File: src/rtl/instruction_fetch_queue.sv
// Instruction fetch queue: buffers 128-bit I-cache lines and streams one 32-bit instruction + PC per cycle to decode.
// Optional feature macro IFQ_BYPASS_EN: a line returning into an empty queue is presented to decode in the same cycle.
module instruction_fetch_queue #(
  parameter int          DEPTH_LINES = 4,
  parameter logic [31:0] RESET_PC    = 32'h0
) (
  input  logic         clock,
  input  logic         reset,
  output logic         Ifq_icache_rd_en,
  output logic [31:0]  Ifq_icache_addr,
  input  logic [127:0] Icache_dout,
  input  logic         Icache_dout_valid,
  output logic [31:0]  Ifq_inst,
  output logic [31:0]  Ifq_pc,
  output logic         Ifq_empty,
  input  logic         Dispatch_ren,
  input  logic         Dispatch_jmp,
  input  logic [31:0]  Dispatch_jmp_addr
);

  localparam int AW = $clog2(DEPTH_LINES);

  typedef enum logic [1:0] {IDLE, WAIT, DROP} state_t;

  state_t                            state;
  logic [DEPTH_LINES-1:0][3:0][31:0] mem;
  logic [AW:0]                       wr_ptr, rd_ptr;
  logic [31:0]                       fetch_pc, rd_pc;
  logic [1:0]                        rd_word;
  logic                              full, q_empty, bypass, rd_fire, wr_fire;

  assign q_empty = (wr_ptr == rd_ptr);
  assign full    = ((wr_ptr ^ rd_ptr) == {1'b1, {AW{1'b0}}});

`ifdef IFQ_BYPASS_EN
  assign bypass = (state == WAIT) && Icache_dout_valid && q_empty;
`else
  assign bypass = 1'b0;
`endif

  assign Ifq_empty        = q_empty && !bypass;
  assign Ifq_pc           = rd_pc;
  assign Ifq_icache_addr  = fetch_pc;
  assign Ifq_icache_rd_en = !reset && (state == IDLE) && !Dispatch_jmp && !full;
  assign rd_fire          = Dispatch_ren && !Ifq_empty;
  assign wr_fire          = (state == WAIT) && Icache_dout_valid;

  always_comb begin
    Ifq_inst = 32'h0;
    if (bypass)
      Ifq_inst = Icache_dout[{rd_word, 5'b0} +: 32];
    else if (!q_empty)
      Ifq_inst = mem[rd_ptr[AW-1:0]][rd_word];
  end

  // Line storage carries no reset; validity is tracked purely by the pointers.
  always_ff @(posedge clock) begin
    if (!reset && !Dispatch_jmp && wr_fire)
      mem[wr_ptr[AW-1:0]] <= Icache_dout;
  end

  always_ff @(posedge clock) begin
    if (reset) begin
      wr_ptr   <= '0;
      rd_ptr   <= '0;
      fetch_pc <= RESET_PC;
      rd_pc    <= RESET_PC;
      rd_word  <= RESET_PC[3:2];
      state    <= IDLE;
    end else if (Dispatch_jmp) begin
      rd_ptr   <= wr_ptr;
      rd_pc    <= Dispatch_jmp_addr & ~32'h3;
      rd_word  <= Dispatch_jmp_addr[3:2];
      fetch_pc <= Dispatch_jmp_addr & ~32'hF;
      // A response landing in the redirect cycle already retires the stale request,
      // so only a still-outstanding one needs DROP.
      state    <= (state != IDLE && !Icache_dout_valid) ? DROP : IDLE;
    end else begin
      if (wr_fire) begin
        wr_ptr   <= wr_ptr + 1'b1;
        fetch_pc <= fetch_pc + 32'd16;
      end
      if (rd_fire) begin
        rd_pc   <= rd_pc + 32'd4;
        rd_word <= rd_word + 2'd1;
        if (rd_word == 2'd3)
          rd_ptr <= rd_ptr + 1'b1;
      end
      unique case (state)
        IDLE:    if (Ifq_icache_rd_en) state <= WAIT;
        WAIT:    if (Icache_dout_valid) state <= IDLE;
        DROP:    if (Icache_dout_valid) state <= IDLE;
        default: state <= IDLE;
      endcase
    end
  end

endmodule
File: config.mk
export PLATFORM = sky130hd
export DESIGN_NAME = instruction_fetch_queue
export DESIGN_NICKNAME = d
export VERILOG_FILES = /design/src/rtl/instruction_fetch_queue.sv
export SDC_FILE = /design/constraint.sdc
export NUM_CORES = 1
export LEC_CHECK = 0
export CAP_MARGIN = 40
export CELL_PAD_IN_SITES_DETAIL_PLACEMENT = 1
export CELL_PAD_IN_SITES_GLOBAL_PLACEMENT = 2
export CORE_ASPECT_RATIO = 1.5
export CORE_MARGIN = 3
export CORE_UTILIZATION = 30
export DETAILED_ROUTE_END_ITERATION = 10
export PLACE_DENSITY_LB_ADDON = 0.1
export SETUP_SLACK_MARGIN = 0.4
export SLEW_MARGIN = 5
export SYNTH_ARGS = -nofsm -noshare
export SYNTH_HDL_FRONTEND = slang
export SYNTH_SLANG_ARGS = --single-unit
export TNS_END_PERCENT = 100
File: constraint.sdc
create_clock -name clock -period 4.8 [get_ports clock]
set_input_delay 0.96 -clock clock [delete_from_list [all_inputs] [get_ports clock]]
set_output_delay 0.96 -clock clock [all_outputs]
set_load 0.01 [all_outputs]
After elaboration in Yosys (flattened, before gate mapping)
Index checks and enable logic that the tools add are counted.
{"block": "word_totals", "ff_bits": 586, "input_bits": 165, "output_inout_bits": 98, "wordCells": 88}
{"block": "classes", "add_sub_neg": 5, "order_cmp": 4, "eq_ne": 7, "muxes": 22, "n_bitwise": 2, "reduce_logical": 24}
{"op": "bitwise mux 512 bit", "count": 1}
{"op": "binary-select mux 128 bit (select 2 bit)", "count": 1}
{"op": "demux 128 bit (select 2 bit)", "count": 1}
{"op": "2-to-1 mux 128 bit", "count": 2}
{"op": "2-to-1 mux 32 bit", "count": 6}
{"op": "binary-select mux 32 bit (select 2 bit)", "count": 1}
{"op": "adder 32 x 3 -> 32 bit (second input constant)", "count": 1}
{"op": "adder 32 x 5 -> 32 bit (second input constant)", "count": 1}
{"op": "2-to-1 mux 2 bit", "count": 6}
{"op": "logical AND 1 bit", "count": 9}
{"op": "less-than comparator 2 x 3 -> 1 bit (second input constant)", "count": 3}
{"op": "2-to-1 mux 3 bit", "count": 3}
{"op": "nonzero test 2 bit", "count": 4}
{"op": "adder 3 x 1 -> 3 bit (second input constant)", "count": 2}
{"op": "AND reduction 2 bit", "count": 3}
{"op": "logical NOT 1 bit", "count": 5}
{"op": "== test 2 bit (second input constant)", "count": 2}
{"op": "case mux 2 bit (2 select lines)", "count": 1}
{"op": "OR reduction 2 bit", "count": 2}
{"op": "== test 3 bit", "count": 1}
{"op": "== test 3 bit (second input constant)", "count": 1}
{"op": "!= test 3 x 1 -> 1 bit (second input constant)", "count": 1}
{"op": "!= test 3 bit (second input constant)", "count": 1}
{"op": "XOR 3 bit", "count": 1}
{"op": "5 further kinds", "count": 5}

Longest topological paths before layout
Gate-level depths: netlist (run 1).
{"block": "depth", "word_depth": 7, "mapped_depth": 7, "mapped_depth_nobuf": 6}

Worst setup path after synthesis (run 1)
No wires, ideal clock.
{"block": "synth_timing", "kind": "input -> register", "from": "input Dispatch_jmp", "to": "register mem[384] (netlist bit) (enable)", "setup_time_ns": 0.502, "t_arrival_ns": 4.741, "required_time_ns": 4.298, "slack_ns": -0.443, "stages": 3, "path_buffers": 1, "path_cell_list": "clkbuf_1 > nor4bb_1 > and2_1"}
{"block": "synth_via", "elab_chain_cells": 3}
{"element": "from (decl)", "line_no": "17", "rtl": "input logic Dispatch_jmp,"}
{"element": "logical NOT 1 bit", "line_no": "58", "rtl": "if (!reset && !Dispatch_jmp && wr_fire)"}
{"element": "logical AND 1 bit (2 in a row)", "line_no": "58"}
{"element": "to (signal, indexed assignment)", "line_no": "59", "rtl": "mem[wr_ptr[AW-1:0]] <= Icache_dout;"}
{"element": "to (decl)", "line_no": "26", "rtl": "logic [DEPTH_LINES-1:0][3:0][31:0] mem;"}
Every way passes these cells.
A chain may end at the register's enable or synchronous reset.

Final worst setup path (run 1)
{"block": "layout_timing", "from": "register rd_ptr[0]", "to": "output Ifq_inst[21]"}
{"block": "layout_via", "elab_chain_cells": 5, "word_cells_on_any_way": 6, "classes_between": "1 x eq/ne; 5 x mux"}
{"element": "from (decl)", "line_no": "27", "rtl": "logic [AW:0] wr_ptr, rd_ptr;"}
{"element": "from (signal assigned)", "line_no": "71", "rtl": "rd_ptr <= wr_ptr;"}
{"element": "from (signal assigned)", "line_no": "87", "rtl": "rd_ptr <= rd_ptr + 1'b1;"}
{"element": "binary-select mux 128 bit (select 2 bit)", "line_no": "53", "rtl": "Ifq_inst = mem[rd_ptr[AW-1:0]][rd_word];"}
{"element": "2-to-1 mux 128 bit (not written as such)", "line_no": "53"}
{"element": "binary-select mux 32 bit (select 2 bit)", "line_no": "53"}
{"element": "2-to-1 mux 32 bit (not written as such)", "line_no": "53"}
{"element": "2-to-1 mux 32 bit (*)", "line_no": "52", "rtl": "else if (!q_empty)"}
{"element": "to (decl)", "line_no": "13", "rtl": "output logic [31:0] Ifq_inst,"}
Mark *: on every way between the ends. The rest lies on a longest branch, timed or not. The select of a mux whose other input is x is not followed.

==> impl_metrics.json, run 1 <==
{
  "antenna_left": 0,
  "antenna_found_initial": 11,
  "finalCritPeriodShare": 0.8705,
  "final_common_cell": "edfxtp_1",
  "rows": 125,
  "synth-edff-count": 512,
  "ys_types": 58,
  "die_height_um": 348.6,
  "cp_max_fo": 53,
  "p_per_area_nw_per_um2": 384.2,
  "initial_core_util": 0.3027,
  "ctsRootBufferMaster": "clkbuf_16",
  "max_slew_margin": 0.4444,
  "grt_pass1_vias": 14420,
  "synthArstFlopShare": 0,
  "fillCellCount": 7712,
  "via_per_inst": 4.969,
  "layout_common_cells": "edfxtp_1 (512), clkdlybuf4s50_1 (253), mux4_2 (160)",
  "setup.worst_path.class": "reg2out",
  "arrival_ps": 3220,
  "clockPowerShare": 0.425,
  "setup_tns_ps": 0,
  "power.switching_w": 0.002498,
  "cts.path.max_buffers": 3,
  "htreeDepth": 2,
  "holdBufCountCts": 0,
  "grt_util_all_layers": 0.1610,
  "drt_iter0_markers": 756,
  "grt-ovfl-total": 0,
  "first_pass_iters": 4,
  "p_leak_nw": 9.042,
  "grt_start_max_net_pins": 88,
  "use_met1": 0.1821,
  "irDropWorstVdd_v": 0.0002818,
  "globalRoute.busiestLayer": "met2",
  "swShare": 0.2200,
  "gr-usage-met3": 0.03919,
  "cp-end-kind": "output pin",
  "place_congestion": 0.7818,
  "drive_gt1_frac": 0.1983,
  "tritoncts": "done",
  "fmax_mhz": 239.3,
  "syn_inst": 1243,
  "multi_input_area_um2": 6399,
  "finalSetupViolations": 0,
  "ys.flop_type": "edfxtp_1",
  "yosys_warnings": 0,
  "hpwlAfterDp_um": 41620,
  "seq_area_frac_synth": 0.7128,
  "vias": 12900,
  "area_growth_pct": 25.87,
  "regArea_um2": 16750,
  "stdcell_count": 2596,
  "cts_num_sinks": 580,
  "crit_path_start_kind": "flip-flop",
  "finalClockSkew_ps": 18.46,
  "cp_data_required_time_ps": 3840,
  "synth-seq-cells": 580,
  "cts_inserted_buffers": 60,
  "final_core_util": 0.3810,
  "io_pins": 263,
  "finalCriticalPeriod_ps": 4179,
  "holdCritPathClass": "reg2reg",
  "io_buffers": 254,
  "dp.cells": 2476,
  "insertion_delay_ps": 620,
  "avgSynthCellArea_um2": 18.89,
  "dieWidth_um": 234.4,
  "tightestPinTransition_ps": 820.5,
  "dieArea_um2": 81730,
  "rsz0062_at_grt": "no",
  "grt_pass1_wl_um": 96710,
  "coreArea_um2": 77570,
  "p_int_w": 0.008858,
  "wl_per_cell_um": 25.27,
  "grtUsageMet2": 0.2930,
  "wirelength_um": 65610,
  "power_frac_seq": 0.495,
  "cap_violations": 0,
  "nets": 1697,
  "maxSlewViolCount": 0,
  "drcViolationCount": 0,
  "power_frac_comb": 0.080,
  "status": "completed",
  "final_hold_viol_count": 0,
  "syn_area_um2": 23480,
  "clk_pin_slew_ps": 60
}
## state kept, by name (all words and copies together), names as in the netlist
name             count
rd_ptr               3
wr_ptr               3
mem                512
rd_word              2
Ifq_pc              30
Ifq_icache_addr     28
state                2
## cell families after synthesis
kind of cell	after synthesis	synth area share
AOI/OAI and AO/OA	137	0.04284
xor gates and xnor gates	22	0.008206
adders and majority gates	10	0.005329
buffers and inverters	90	0.01652
DFF	580	0.7128
muxes	163	0.1547
other	1	0.0001597
and+or+nand+nor	240	0.05942
## per-stage QoR
stage	hold slack [ps]	power [W]	worst slack (ps)	instance area [µm²]
floorplan	474.3	0.006132	946.1	23500
global placement	484.5	0.006642	1170	27470
detailed placement	508.0	0.006663	1153	27500
CTS	517.4	0.01157	471.0	29530
global route	545.7	0.01184	421.9	29540
finish	519.0	0.01136	621.4	29550
## critical path, stage by stage (launching register included)
cell and delay, ps:
dfxtp_4 430, buf_16 360, mux4_2 560, mux4_2 480
and2_1 200, clkdlybuf4s50_1 490
## synth_stat cells, drive strengths merged, types with 11 or more instances
cell / instances / area [µm²]
edfxtp: 512 / 15370
mux4: 160 / 3603
dfxtp: 68 / 1361
clkbuf: 47 / 176.4
and2: 40 / 250.2
buf: 32 / 170.2
nand2: 32 / 120.1
nor2: 31 / 116.4
o21ai: 27 / 135.1
nor4: 24 / 150.1
nand4: 20 / 140.1
a211oi: 18 / 135.1
nand3: 18 / 102.6
nor3: 18 / 90.09
o21a: 16 / 120.1
o31a: 14 / 123.9
xor2: 12 / 105.1
and4: 11 / 96.34
## worst paths after layout
check / cells after the start / slack (ps) / endpoint / startpoint
max: 5 / 620 / Ifq_inst[21] / rd_ptr[0]
max reg2reg: 4 / 2210 / Ifq_icache_addr[23] / Ifq_icache_addr[8]
min: 2 / 520 / state[1] / state[1]
min reg2reg: 2 / 520 / state[1] / state[1]
## power groups by stage
stage	Combinational, W	Clock [W]	Sequential [W]
global placement	0.000909	0	0.00573
CTS	0.000939	0.00501	0.00562
detailed placement	0.000935	0	0.00573
global route	0.000989	0.00522	0.00562
floorplan	0.000424	0	0.00571
finish	0.000909	0.00483	0.00562
## cell type report
class	instances	share of cell area
diodes	7	0.0005927
clock buffers	68	0.05182
clock inverters	45	0.01672
inverters	11	0.001397
multi-input cells	578	0.2165
flip-flops and latches	580	0.5667
well taps	1016	0.04301
repair buffers	291	0.1033
## timing repair
action                                 CTS  global route
setup endpoints to repair                0             1
gates resized for setup                  0             1
buffers inserted                         0             0
endpoints found under the hold margin    0             0
## metal layers
| layer | share of wire | routed length [µm] |
|---|---|---|
| met5 | 0.00069 | 45 |
| met4 | 0.035 | 2282 |
| met3 | 0.057 | 3743 |
| met2 | 0.53 | 34690 |
| met1 | 0.38 | 24850 |
No activity file was read; power rests on OpenSTA's default activity.
==> run 2, diff against run 1 <==
--- a/config.mk
+++ b/config.mk
@@ -10,7 +10,7 @@
 export CELL_PAD_IN_SITES_GLOBAL_PLACEMENT = 2
 export CORE_ASPECT_RATIO = 1.5
 export CORE_MARGIN = 3
-export CORE_UTILIZATION = 30
+export CORE_UTILIZATION = 38
 export DETAILED_ROUTE_END_ITERATION = 10
 export PLACE_DENSITY_LB_ADDON = 0.1
 export SETUP_SLACK_MARGIN = 0.4
==> impl_metrics.json, run 2 (synthesis gave the netlist of run 1 again) <==
{
  "status": "completed",
  "cts.path.max_buffers": 3,
  "cts_num_sinks": 580,
  "post-place-ws_ps": 1007,
  "grt_pass1_wl_um": 91170,
  "final_hold_viol_count": 0,
  "htreeDepth": 2,
  "finalCriticalPeriod_ps": 4229,
  "crit_path_start_kind": "flip-flop",
  "cp_cell_sequence": "buf_12 -> mux4_2 -> mux4_2 -> and2_1 -> clkdlybuf4s50_1",
  "io_pins": 263,
  "rrSetupSlack_ps": 2260,
  "maxSlewViolCount": 0,
  "rsz0062_at_grt": "no",
  "drcViolationCount": 0,
  "p_per_area_nw_per_um2": 381.7,
  "crit_top_cell": "mux4_2",
  "irDropWorstVdd_v": 0.0003015,
  "drt_iter0_markers": 791,
  "arrival_ps": 3270,
  "initial_core_util": 0.3842,
  "grt-ovfl-total": 0,
  "via_per_inst": 5.459,
  "rows": 111,
  "dieWidth_um": 209.0,
  "finalClockSkew_ps": 12.42,
  "holdBufCountCts": 0,
  "cp_max_fo": 130,
  "grt_start_max_net_pins": 131,
  "wl_per_cell_um": 26.02,
  "coreArea_um2": 61110,
  "p_leak_nw": 8.948,
  "slowest_stage": "buf_12",
  "place_congestion": 0.7975,
  "hold_depth": 2,
  "final_common_cell": "edfxtp_1",
  "r2r-end": "Ifq_pc[21]",
  "first_pass_iters": 5,
  "cp-end-kind": "output pin",
  "fillCellCount": 5748,
  "cpPeakStageDelay_ps": 560,
  "ctsRootBufferMaster": "clkbuf_16",
  "setup_tns_ps": 0,
  "vias": 12870,
  "nets": 1692,
  "io_buffers": 254,
  "path_buf_inv": 2,
  "dp.cells": 2248,
  "largest_reg_flops": 512,
  "layout_common_cells": "edfxtp_1 (512), clkdlybuf4s50_1 (253), mux4_2 (160)",
  "finalSetupViolations": 0,
  "cap_violations": 0,
  "area_growth_pct": 23.89,
  "hold_start": "state[1]",
  "r2r_cells": 6,
  "tritoncts": "done",
  "holdCritPathClass": "reg2reg",
  "antenna_left": 0,
  "die_height_um": 310.4,
  "r2r_start": "wr_ptr[2]",
  "wirelength_um": 61340,
  "grt_util_all_layers": 0.1868,
  "grt_pass1_vias": 14090,
  "antenna_found_initial": 8,
  "setup.worst_path.class": "reg2out",
  "fmax_mhz": 236.5,
  "finalCritPeriodShare": 0.8810,
  "final_core_util": 0.4760,
  "cts_inserted_buffers": 57,
  "cp_data_required_time_ps": 3840,
  "hpwlAfterDp_um": 38460,
  "min_to": "state[1]",
  "drive_gt1_frac": 0.1909,
  "finalWorstSetupSlack_ps": 571.2,
  "stdcell_count": 2357,
  "max_slew_margin": 0.4158,
  "whs_ps": 517.5,
  "tightestPinTransition_ps": 876.3,
  "insertion_delay_ps": 590,
  "clk_pin_slew_ps": 70,
  "dieArea_um2": 64870,
  "critical-path-top-delay-family": "buffers and inverters"
}
## run 2: changes by cell type in the layout (fill, tap and decap cells not counted), moves of 2 or more
| cell | previous run | this run |
|---|---|---|
| buf_12 | 17 | 10 |
| inv_6 | 1 | 4 |
| clkbuf_1 | 8 | 12 |
| clkinv_2 | 17 | 5 |
| diode_2 | 7 | 5 |
| buf_4 | 18 | 21 |
| clkinv_1 | 10 | 8 |
| bufinv_16 | 10 | 8 |
| clkinvlp_4 | 2 | 5 |
## run 2: layout make-up
type	instances	area (µm²)	area share
timing repair buffer	289	2988	0.1027
inverter	11	41.29	0.001419
clock inverter	32	385.4	0.01325
clock buffer	71	1521	0.05230
tap	791	989.7	0.03402
multi-input combinational	578	6402	0.2201
antenna	5	12.51	0.0004301
sequential	580	16750	0.5758
## run 2: metal layers
layer | part of all wire | routed length, µm | global-route usage | vias up
met5 | 0.00044 | 27 | 0 | -
met3 | 0.046 | 2831 | 0.03631 | 78
li1 | - | - | - | 5711
met4 | 0.028 | 1699 | 0.05533 | 4
met1 | 0.38 | 23400 | 0.2136 | 6765
met2 | 0.54 | 33380 | 0.3540 | 310
## run 2: worst register-to-register path, stage by stage, from the launching register on
cell	delay, ps
dfxtp_1	430
xor2_1	560
or3_4	510
buf_12	230
inv_2	90
o41a_1	420
a211oi_1	210
## run 2: worst max path at each step
| stage | from | end | slack, ps | cells past startpoint |
|---|---|---|---|---|
| finish | rd_ptr[1] | Ifq_inst[9] | 570 | 5 |
| detailed placement | rd_ptr[0] | Ifq_inst[9] | 1010 | 5 |
| floorplan | Dispatch_jmp | mem[384] | 950 | 3 |
| CTS | wr_ptr[2] | Ifq_inst[5] | 420 | 5 |
| global placement | rd_ptr[0] | Ifq_inst[9] | 1000 | 5 |
| global route | rd_ptr[0] | Ifq_inst[13] | 400 | 5 |
## run 2: per-stage QoR
stage,total power [W],instance area [µm²]
2_1_floorplan,0.006132,23500
3_3_place_gp,0.006620,27070
3_5_place_dp,0.006642,27130
4_1_cts,0.01129,29070
5_1_grt,0.01154,29080
6_report,0.01110,29090
## run 2: power breakdown
group	internal (W)	switching, W
registers	0.00554	0.0000742
logic	0.000496	0.000410
clock network	0.00268	0.00191
## run 2: what timing repair did
item,4_1_cts,5_1_grt
buffers inserted,0,0
pin swaps,0,0
gates cloned,1,0
endpoints found under the setup margin,10,11
resized for setup,1,1
==> run 3, diff against run 2 <==
--- a/config.mk
+++ b/config.mk
@@ -13,7 +13,7 @@
 export CORE_UTILIZATION = 38
 export DETAILED_ROUTE_END_ITERATION = 10
 export PLACE_DENSITY_LB_ADDON = 0.1
-export SETUP_SLACK_MARGIN = 0.4
+export SETUP_SLACK_MARGIN = 0.1
 export SLEW_MARGIN = 5
 export SYNTH_ARGS = -nofsm -noshare
 export SYNTH_HDL_FRONTEND = slang
==> impl_metrics.json, run 3 (synthesis gave the netlist of run 1 again) <==
{
  "status": "completed",
  "grt-ovfl-total": 0,
  "final_core_util": 0.4753,
  "drive_gt1_frac": 0.1904,
  "tritoncts": "done",
  "hpwlAfterDp_um": 38460,
  "slowest_stage": "mux4_2",
  "finalCritPeriodShare": 0.9047,
  "io_pins": 263,
  "tightestPinTransition_ps": 873.1,
  "p_leak_nw": 8.929,
  "drcViolationCount": 0,
  "cp_data_required_time_ps": 3840,
  "area_growth_pct": 23.69,
  "fmax_mhz": 230.3,
  "largest_reg_flops": 512,
  "antenna_left": 0,
  "cts_num_sinks": 580,
  "finalCriticalPeriod_ps": 4342,
  "cpPeakStageDelay_ps": 610,
  "io_buffers": 254,
  "setup_tns_ps": 0,
  "drt_iter0_markers": 788,
  "rows": 111,
  "antenna_found_initial": 8,
  "nets": 1691,
  "setup.worst_path.class": "reg2out",
  "first_pass_iters": 5,
  "path_buf_inv": 2,
  "rsz0062_at_grt": "no",
  "finalSetupViolations": 0,
  "grt_start_max_net_pins": 131,
  "cp_cell_sequence": "buf_12 -> mux4_2 -> mux4_2 -> and2_1 -> clkdlybuf4s50_1",
  "vias": 12820,
  "wl_per_cell_um": 25.85,
  "cap_violations": 0,
  "rrSetupSlack_ps": 2070,
  "grt_pass1_wl_um": 90580,
  "via_per_inst": 5.445,
  "clk_pin_slew_ps": 70,
  "place_congestion": 0.7975,
  "p_per_area_nw_per_um2": 382.3,
  "grt_pass1_vias": 14040,
  "critical-path-top-delay-family": "multiplexers",
  "cp-end-kind": "output pin",
  "maxSlewViolCount": 0,
  "wirelength_um": 60870,
  "finalClockSkew_ps": 14.33,
  "ctsRootBufferMaster": "clkbuf_16",
  "arrival_ps": 3380,
  "htreeDepth": 2,
  "dieArea_um2": 64870,
  "grt_util_all_layers": 0.1851,
  "holdCritPathClass": "reg2reg",
  "holdBufCountCts": 0,
  "layout_common_cells": "edfxtp_1 (512), clkdlybuf4s50_1 (253), mux4_2 (160)",
  "irDropWorstVdd_v": 0.0003012,
  "crit_top_cell": "mux4_2",
  "fillCellCount": 5753,
  "die_height_um": 310.4,
  "final_common_cell": "edfxtp_1",
  "max_slew_margin": 0.4180,
  "dp.cells": 2248,
  "final_hold_viol_count": 0,
  "coreArea_um2": 61110,
  "initial_core_util": 0.3842,
  "cts_inserted_buffers": 57,
  "crit_path_start_kind": "flip-flop",
  "cp_max_fo": 78,
  "cts.path.max_buffers": 3,
  "whs_ps": 515.4,
  "dieWidth_um": 209.0,
  "stdcell_count": 2355,
  "ctsResizeCount": 0,
  "insertion_delay_ps": 590,
  "cts_setup_buffers": 0
}
==> run 3: worst paths after layout <==
| kind | from | to | cells after the start |
|---|---|---|---|
| worst min register to register | state[1] | state[1] | 2 |
| worst max-delay path | rd_ptr[0] | Ifq_inst[9] | 5 |
| worst min-delay path | state[1] | state[1] | 2 |
| worst max register to register | wr_ptr[2] | Ifq_pc[21] | 6 |
==> run 3: per-stage QoR <==
stage | setup slack [ps] | total power (W) | area (µm²)
3_5_place_dp | 1007 | 0.006642 | 27130
2_1_floorplan | 946.1 | 0.006132 | 23500
3_3_place_gp | 998.7 | 0.006620 | 27070
6_report | 457.6 | 0.01110 | 29040
5_1_grt | 243.4 | 0.01153 | 29030
4_1_cts | 323.5 | 0.01129 | 29030
==> run 3: worst min-delay path: cells and delay by family, from the launching register on <==
family,cells,cell delay (ps)
flip-flops,1,330
AND/OR/NAND/NOR,1,70
AO/OA/AOI/OAI,1,70
==> run 3: report_power, final <==
| part | switching (W) | internal (W) | total [W] |
|---|---|---|---|
| logic | 0.000408 | 0.000491 | 0.000898 |
| registers | 0.0000730 | 0.00554 | 0.00561 |
| clock network | 0.00191 | 0.00268 | 0.00459 |
==> run 3: metal layers <==
layer,vias to the layer above,global-route usage,wire [µm]
met5,-,0,27
met3,81,0.03631,2859
met1,6715,0.2115,23230
met4,4,0.05533,1721
met2,318,0.3502,33030
li1,5704,-,-
==> run 3: area by class of cell <==
cell class,count,area (µm²),area share
Sequential cell,580,16750,0.5767
Multi-Input combinational cell,578,6399,0.2203
Timing Repair Buffer,288,2948,0.1015
Clock buffer,71,1521,0.05239
Tap cell,791,989.7,0.03408
Clock inverter,32,385.4,0.01327
Inverter,11,41.29,0.001422
Antenna cell,4,10.01,0.0003446
